<file path="config.mk">
export PLATFORM = sky130hd
export DESIGN_NAME = mmio_mailbox_fifo
export DESIGN_NICKNAME = d
export VERILOG_FILES = /design/src/rtl/mmio_mailbox_fifo.sv
export SDC_FILE = /design/constraint.sdc
export NUM_CORES = 1
export LEC_CHECK = 0
export BUFFER_PORTS_ARGS = -buffer_cell sky130_fd_sc_hd__buf_2
export CORE_AREA = 8 8 216 218
export DETAILED_ROUTE_END_ITERATION = 6
export DIE_AREA = 0 0 224 226
export HOLD_SLACK_MARGIN = 0.15
export PLACE_DENSITY = 0.68
export SYNTH_ARGS = -nofsm -noshare
export SYNTH_HDL_FRONTEND = slang
export SYNTH_SLANG_ARGS = --single-unit
</file>
<file path="constraint.sdc">
create_clock -name clk -period 5.1 [get_ports clk]
set_input_delay 0.255 -clock clk [delete_from_list [all_inputs] [get_ports clk]]
set_output_delay 0.255 -clock clk [all_outputs]
set_load 0.02 [all_outputs]
</file>
<file path="src/rtl/mmio_mailbox_fifo.sv">
// Purpose : MMIO responder exposing a 32-bit word FIFO mailbox (DATA/STATUS/CTRL/PEEK).
// Latency : read data registered, valid the cycle after the cs edge; idle cycles drive 0.
// Backpres: none; push to a full FIFO drops the word (ovf), pop from empty returns 0 (unf).
//
// Ports:
//   clk        system clock
//   reset      synchronous, active-high; wins over a same-cycle access
//   cs         access strobe for this cycle
//   adr[1:0]   register select: 0 DATA, 1 STATUS, 2 CTRL, 3 PEEK
//   wren[3:0]  byte write enables, 0 = read
//   di         write data
//   dout       registered read data, ORed onto the bus (the bus-level "do" signal)
//   not_empty  FIFO holds at least one word
//   count      current occupancy, zero-extended to 8 bits
module mmio_mailbox_fifo #(
    parameter int DEPTH_LOG2 = 4,
    parameter int WIDTH      = 32
) (
    input  logic             clk,
    input  logic             reset,
    input  logic             cs,
    input  logic [1:0]       adr,
    input  logic [3:0]       wren,
    input  logic [WIDTH-1:0] di,
    output logic [WIDTH-1:0] dout,
    output logic             not_empty,
    output logic [7:0]       count
);

    localparam int DEPTH = 1 << DEPTH_LOG2;
    localparam int PW    = DEPTH_LOG2 + 1;   // pointer width incl. wrap bit

    localparam logic [1:0] REG_DATA   = 2'd0;
    localparam logic [1:0] REG_STATUS = 2'd1;
    localparam logic [1:0] REG_CTRL   = 2'd2;
    localparam logic [1:0] REG_PEEK   = 2'd3;

    localparam logic [PW-1:0] PTR_ONE = PW'(1);

    logic [WIDTH-1:0]      mem [DEPTH];
    logic [PW-1:0]         wr_ptr;
    logic [PW-1:0]         rd_ptr;
    logic [PW-1:0]         occ;
    logic [DEPTH_LOG2-1:0] wr_addr;
    logic [DEPTH_LOG2-1:0] rd_addr;
    logic                  empty;
    logic                  full;
    logic                  ovf;
    logic                  unf;
    logic                  perr;

    logic                  rd_acc;
    logic                  wr_acc;
    logic                  push_ok;
    logic                  push_drop;
    logic                  push_part;
    logic                  pop_ok;
    logic                  pop_unf;
    logic                  do_flush;
    logic                  do_clear;
    logic [WIDTH-1:0]      head;
    logic [31:0]           status;
    logic [WIDTH-1:0]      rd_val;

    assign wr_addr = wr_ptr[DEPTH_LOG2-1:0];
    assign rd_addr = rd_ptr[DEPTH_LOG2-1:0];

    // Same address with different wrap bits means the writer is a full lap ahead.
    assign empty = (wr_ptr == rd_ptr);
    assign full  = (wr_addr == rd_addr) && (wr_ptr[PW-1] != rd_ptr[PW-1]);

    // Modular difference stays correct across pointer wrap.
    assign occ       = wr_ptr - rd_ptr;
    assign count     = 8'(occ);
    assign not_empty = !empty;

    // Access decode; only one access can exist per cycle.
    assign rd_acc    = cs && (wren == 4'h0);
    assign wr_acc    = cs && (wren != 4'h0);
    assign push_ok   = wr_acc && (adr == REG_DATA) && (wren == 4'hF) && !full;
    assign push_drop = wr_acc && (adr == REG_DATA) && (wren == 4'hF) && full;
    assign push_part = wr_acc && (adr == REG_DATA) && (wren != 4'hF);
    assign pop_ok    = rd_acc && (adr == REG_DATA) && !empty;
    assign pop_unf   = rd_acc && (adr == REG_DATA) && empty;
    assign do_flush  = wr_acc && (adr == REG_CTRL) && di[0];
    assign do_clear  = wr_acc && (adr == REG_CTRL) && di[1];

    // Head is read asynchronously so pop/peek data lands in dout on the access edge.
    assign head = mem[rd_addr];

    // STATUS reflects state before this cycle's side effects.
    assign status = {16'h0000, count, 3'b000, perr, unf, ovf, full, empty};

    always_comb begin
        rd_val = '0;
        case (adr)
            REG_DATA:   rd_val = empty ? '0 : head;
            REG_STATUS: rd_val = WIDTH'(status);
            REG_CTRL:   rd_val = '0;
            REG_PEEK:   rd_val = empty ? '0 : head;
            default:    rd_val = '0;
        endcase
    end

    // Storage has no reset so it can map onto distributed/block RAM.
    always_ff @(posedge clk) begin
        if (!reset && push_ok) begin
            mem[wr_addr] <= di;
        end
    end

    always_ff @(posedge clk) begin
        if (reset) begin
            wr_ptr <= '0;
            rd_ptr <= '0;
            ovf    <= 1'b0;
            unf    <= 1'b0;
            perr   <= 1'b0;
            dout   <= '0;
        end else begin
            // dout is zero on every edge that is not a read so the OR-bus stays clean.
            dout <= rd_acc ? rd_val : '0;

            if (do_flush) begin
                wr_ptr <= '0;
                rd_ptr <= '0;
            end else begin
                if (push_ok) wr_ptr <= wr_ptr + PTR_ONE;
                if (pop_ok)  rd_ptr <= rd_ptr + PTR_ONE;
            end

            if (do_clear) begin
                ovf  <= 1'b0;
                unf  <= 1'b0;
                perr <= 1'b0;
            end else begin
                if (push_drop) ovf  <= 1'b1;
                if (pop_unf)   unf  <= 1'b1;
                if (push_part) perr <= 1'b1;
            end
        end
    end

endmodule

</file>
Yosys cells after proc, flatten, opt, wreduce, memory -nomap -nowiden. Memory sizes are Yosys's and may differ from the RTL's. A register that Yosys moved wholly into a read port is not among the register bits. Index checks and enable logic that the tools add are counted.

Logic and storage cells: 50. Memory bits (writable): 512. Bits of input ports: 41. Register bits: 45. Memories: 1.

Mux-type cells: 6. Equality and inequality tests: 8. Add/sub/neg operators: 3. Reduce and logical (&&, ||, !) cells: 25. Bitwise gates (word level): 1.

Memory list: mem (depth 16, width 32, rd ports 1, clocked after memory_dff 1, wr ports 1, line 40) `logic [WIDTH-1:0] mem [DEPTH];`.

Operators with widths (count): 32-bit case mux with 3 select lines (1); 32-bit 2-to-1 mux (1); 1-bit logical AND (15); 5-bit by 1-bit adder with 5-bit output (second input constant) (2); 4-bit 2-to-1 mux (2); 2-bit OR reduction (4); 5-bit == test (1); 5-bit subtractor (1); 2-bit == test (second input constant) (2); 4-bit == test (1); 4-bit == test (second input constant) (1); 4-bit zero test (1); 4-bit inequality test (second input constant) (1); 4-bit nonzero test (1); 1-bit zero test (3); 2-bit by 1-bit == test with 1-bit output (second input constant) (1); 2-bit zero test (1); 1-bit 2-to-1 mux (2); 1-bit inequality test (1); 1-bit NOT (1).

Logic depth before layout (Yosys ltp).
Depth after elaboration: 8. Depth in mapped cells: 8. Gate-level depth less buffers: 7.

Worst setup path before layout. OpenSTA, ideal clock, no wires.

Kind: register to register. Start point: reg wr_ptr[0]. End point: mem mem[3][0], enable pin. Slack: 0.668 ns. Required time: 4.639 ns. Clock period less this slack: 4.432 ns. Buffers on the path: 1. Arrival: 3.971 ns. Cell stages (with the launch flop): 8. Cell sequence: dfxtp_1 > inv_1 > ha_1 > and4_1 > buf_2 > a2111oi_2 > nand2_1 > nor3_1.

Longest elaborated chain between the ends: 7.

Ends and longest elaborated chain: from (decl) (line 41) `logic [PW-1:0] wr_ptr;`; from (signal assigned) (line 128) `if (push_ok) wr_ptr <= wr_ptr + PTR_ONE;`; 4-bit == test (line 70) `assign full = (wr_addr == rd_addr) && (wr_ptr[PW-1] != rd_ptr[PW-1]);`; 1-bit logical AND (line 70); 1-bit zero test (line 80) `assign push_ok = wr_acc && (adr == REG_DATA) && (wren == 4'hF) && !full;`; 1-bit logical AND (line 80); 1-bit logical AND (line 107) `if (!reset && push_ok) begin`; 1-bit 2-to-1 mux (line 107); 1-bit 2-to-1 mux (implied by the code) (line 108) `mem[wr_addr] <= di;`; to (decl) (line 40).

Parallel ways exist; a longest one is shown, timed or not.

Worst setup path in the final report.
Start point: reg wr_ptr[3]. End point: mem mem[6][28], enable pin.

The elaborated chain is that of the path after synthesis.

==> metrics.md <==
| Metric | Value |
|---|---|
| I/O pin cnt | 82 |
| Sequential cell area fraction in the yosys report | 0.7691 |
| Min cycle time layout | between 3000 and 4000 ps |
| Grt ovf | 0 |
| Clock share of power | 0.433 |
| Measured slew at the worst slew-check pin | 1240 ps |
| Clock Latency Late Sink | about 590 ps |
| Post-route clock period utilization | 0.7201 |
| Logic gate share of total power | 0.013 |
| First-pass GRT wire length | approximately 67 mm |
| Final setup viols | 0 |
| Total track usage | 0.1759 |
| Via count | between 9000 and 10000 |
| Sw Share | 0.1910 |
| Gate Count Post-Synth | 973 |
| Post-CTS Hold Buffers | between 40 and 50 |
| CTS Sinks | 561 |
| Vias in the first global route | between 10000 and 15000 |
| Post_cts resized | 0 |
| IO buf count | 78 |
| Distinct cell type count after synthesis | 53 |
| DR iter-0 viols | 697 |
| Final Slew Violations | 0 |
| Post-DP HPWL | 25.34 mm |
| Class of the most critical setup path | reg -> reg |
| Compound-Gate Fraction of Synth Area | 0.02218 |
| Setup bufs post-CTS | 0 |
| TritonCTS clock tree | done |
| Die width | ~220 um |
| Seq pwr share | 0.554 |
| Vias per std cell | 5.659 |
| Largest family of logic cells by synthesized area | multiplexers |
| XOR/XNOR Fraction of Synth Area | 0.003236 |
| Deepest clock path buffer count | 3 |
| Share of post-route cells with drive strength above 1 | 0.2798 |
| Worst r2r path cells | 6 |
| EDFF count, synth | 512 |
| Max Freq | ~270 MHz |
| Die area | approximately 0.05 mm2 |
| Initial antenna violation count | 0 |
| Post-route setup slack | 1428 ps |
| Syn avg cell area | 21.86 um2 |
| Final clock skew | 17.02 ps |
| Max_slew headroom | 0.1715 |
| Yosys warns | 0 |
| Setup TNS | 0 ps |
| Row count | 77 |
| Residual DRC count | 0 |
| Final ANT Viol Nets | 0 |
| Max cap viols | 0 |
| Pin count of the biggest net entering global routing | a little under 50 |
| Worst EP required | ~5400 ps |
| Syn Std Cell Area | 0.02127 mm2 |
| Initial Utilization | 0.4894 |
| Core Box Area | 0.04345 mm2 |
| Area delta synth->final | 15.76% |
| Leakage power total | around 7.8 nW |
| Synth Area in Adders | 0.008002 |
| Internal Power | 7.322 mW |
| Asr flop ratio synth | 0 |
| Status | finished clean |
| Worst-path clk slew | 60 ps |
| Ant diodes | 0 |
| Post-synthesis mux area share | 0.1657 |
| Final wirelength | ~44 mm |
| Nets | 1174 |
| RSZ-0062 raised after global routing | false |
| Synth Register Bits | roughly 560 |
| Power per cell area | 367.7 mW/mm2 |
| Placer congestion estimate | a little over 0.8 |
| Place WS | around 1400 ps |
| Startpoint types | flop |
| Simple-gate portion of the synthesized area | 0.01530 |
| Clk root buf | clkbuf_16 |
| Final core utilization | 0.5665 |
| CP arrival | 3950 ps |
| Die Y | 226 um |
| Hold depth | 5 |
| CP max FO | 20 |
| TritonCTS buffer count | 55 |
| Psw | 1.728 mW |
| Hold/Removal Path Class | in -> reg |
| Most used DFF post-synth | edfxtp_1 |
| CTS H-tree depth | 2 |
| DR pass1 iterations | 5 |
| CP endpoint kind | flop |
| Fin. Hold Viols | 0 |
| Fillers | 3192 |
| Tot Pwr | 9.050 mW |
| Maximum vdd drop | between 200 and 300 uV |
| Drt wl/cell | 24.98 um |
-- registers in the layout, indices dropped and copies added (netlist names), named ones only --
name,count
perr,1
unf,1
dout,32
wr_ptr,5
mem,512
rd_ptr,5
ovf,1
-- routing by layer --
| layer | routed length (um) | share of wire | vias to the layer above | track usage |
|---|---|---|---|---|
| li1 | - | - | 4345 | - |
| met4 | 1077 | 0.025 | 0 | 0.05374 |
| met5 | 0 | 0 | - | 0 |
| met3 | 2154 | 0.049 | 66 | 0.03376 |
| met1 | 17890 | 0.41 | 5269 | 0.2202 |
| met2 | 22780 | 0.52 | 262 | 0.3088 |
-- cell families after synthesis --
logic type                 Yosys count
xor gates and xnor gates             7
AOI/OAI and AO/OA                   67
DFF                                561
and+or+nand+nor                     65
buffers and inverters               67
adders and majority gates           13
muxes                              192
other                                1
-- path summary, 6_finish.rpt --
kind,slack (ps),from,endpoint
max,1430,wr_ptr[3],mem[6][28]
min,210,cs,dout[29]
max reg2reg,1430,wr_ptr[3],mem[6][28]
min reg2reg,530,rd_ptr[4],rd_ptr[4]
-- cells in the mapped netlist (2+ instances only) --
master,count,share of area
edfxtp_1,512,0.72
mux4_2,128,0.14
mux2i_1,64,0.030
dfxtp_1,49,0.046
buf_2,25,0.0059
nor2_1,25,0.0044
o22ai_1,22,0.0065
inv_1,14,0.0025
nand2_1,14,0.0025
ha_1,12,0.0071
buf_4,11,0.0039
clkbuf_1,8,0.0014
o21ai_0,7,0.0016
a21oi_1,6,0.0014
a2bb2oi_1,6,0.0025
buf_1,5,0.00088
nor3_1,4,0.00094
o2111ai_1,4,0.0016
o21ai_1,4,0.00094
xnor2_1,4,0.0016
buf_6,3,0.0016
nand3_1,3,0.00071
nor2b_1,3,0.00088
or3_1,3,0.00088
a2111o_1,2,0.0011
a31oi_1,2,0.00059
a41o_1,2,0.00094
and2_1,2,0.00059
and4_1,2,0.00082
nand2b_1,2,0.00059
nand4_1,2,0.00059
xor2_1,2,0.00082
-- power by group through the flow --
stage               clock network [mW]  logic, mW  registers (mW)
finish                            3.92      0.118            5.01
floorplan                            0     0.0141            5.11
global placement                     0     0.0881            5.11
detailed placement                   0     0.0931            5.11
CTS                               3.98      0.118            5.01
global route                      4.16      0.128            5.01
-- cells in the final DEF, fill, tap and decap left out, types with 3 or more instances in the layout --
| cell type | instances |
|---|---|
| edfxtp_1 | 512 |
| mux4_2 | 128 |
| buf_2 | 78 |
| mux2i_1 | 64 |
| clkbuf_16 | 57 |
| dfxtp_1 | 46 |
| dlygate4sd3_1 | 43 |
| o22ai_1 | 22 |
| buf_4 | 17 |
| clkinv_1 | 15 |
| inv_1 | 14 |
| nand2_1 | 14 |
| nor2_1 | 13 |
| nor2_4 | 12 |
| ha_1 | 12 |
| clkinv_2 | 11 |
| clkbuf_1 | 11 |
| o21ai_0 | 7 |
| a2bb2oi_1 | 6 |
| a21oi_1 | 6 |
| xnor2_1 | 4 |
| nor3_2 | 4 |
| o21ai_1 | 4 |
| bufinv_16 | 4 |
| nor2b_1 | 3 |
| nand3_1 | 3 |
| or3_1 | 3 |
| dfxtp_4 | 3 |
| conb_1 | 3 |
| clkbuf_8 | 3 |
-- final cells by class --
class	count	area, um2	share of cell area
clock buffer	71	1509	0.06130
clock inverter	31	239.0	0.009708
inverter	15	56.30	0.002287
multi-input combinational	347	4716	0.1916
sequential	561	16370	0.6649
tap	592	740.7	0.03009
timing repair buffer	140	988.4	0.04015
-- per-stage QoR --
step                std cells  cell area (um2)  hold WS [ps]
finish                   1757            24620         205.3
global route             1757            24620         209.6
CTS                      1757            24620         170.5
detailed placement       1612            22440         516.6
global placement         1612            22440         502.3
floorplan                 975            21270         353.9
-- critical path, cell delays in order, from the launching register on --
cell	delay, ps
dfxtp_1	550
ha_1	350
and4_1	290
a2111oi_2	630
nand2_1	370
nor2_4	800
buf_4	360
Power figures use the tool's default switching activity.
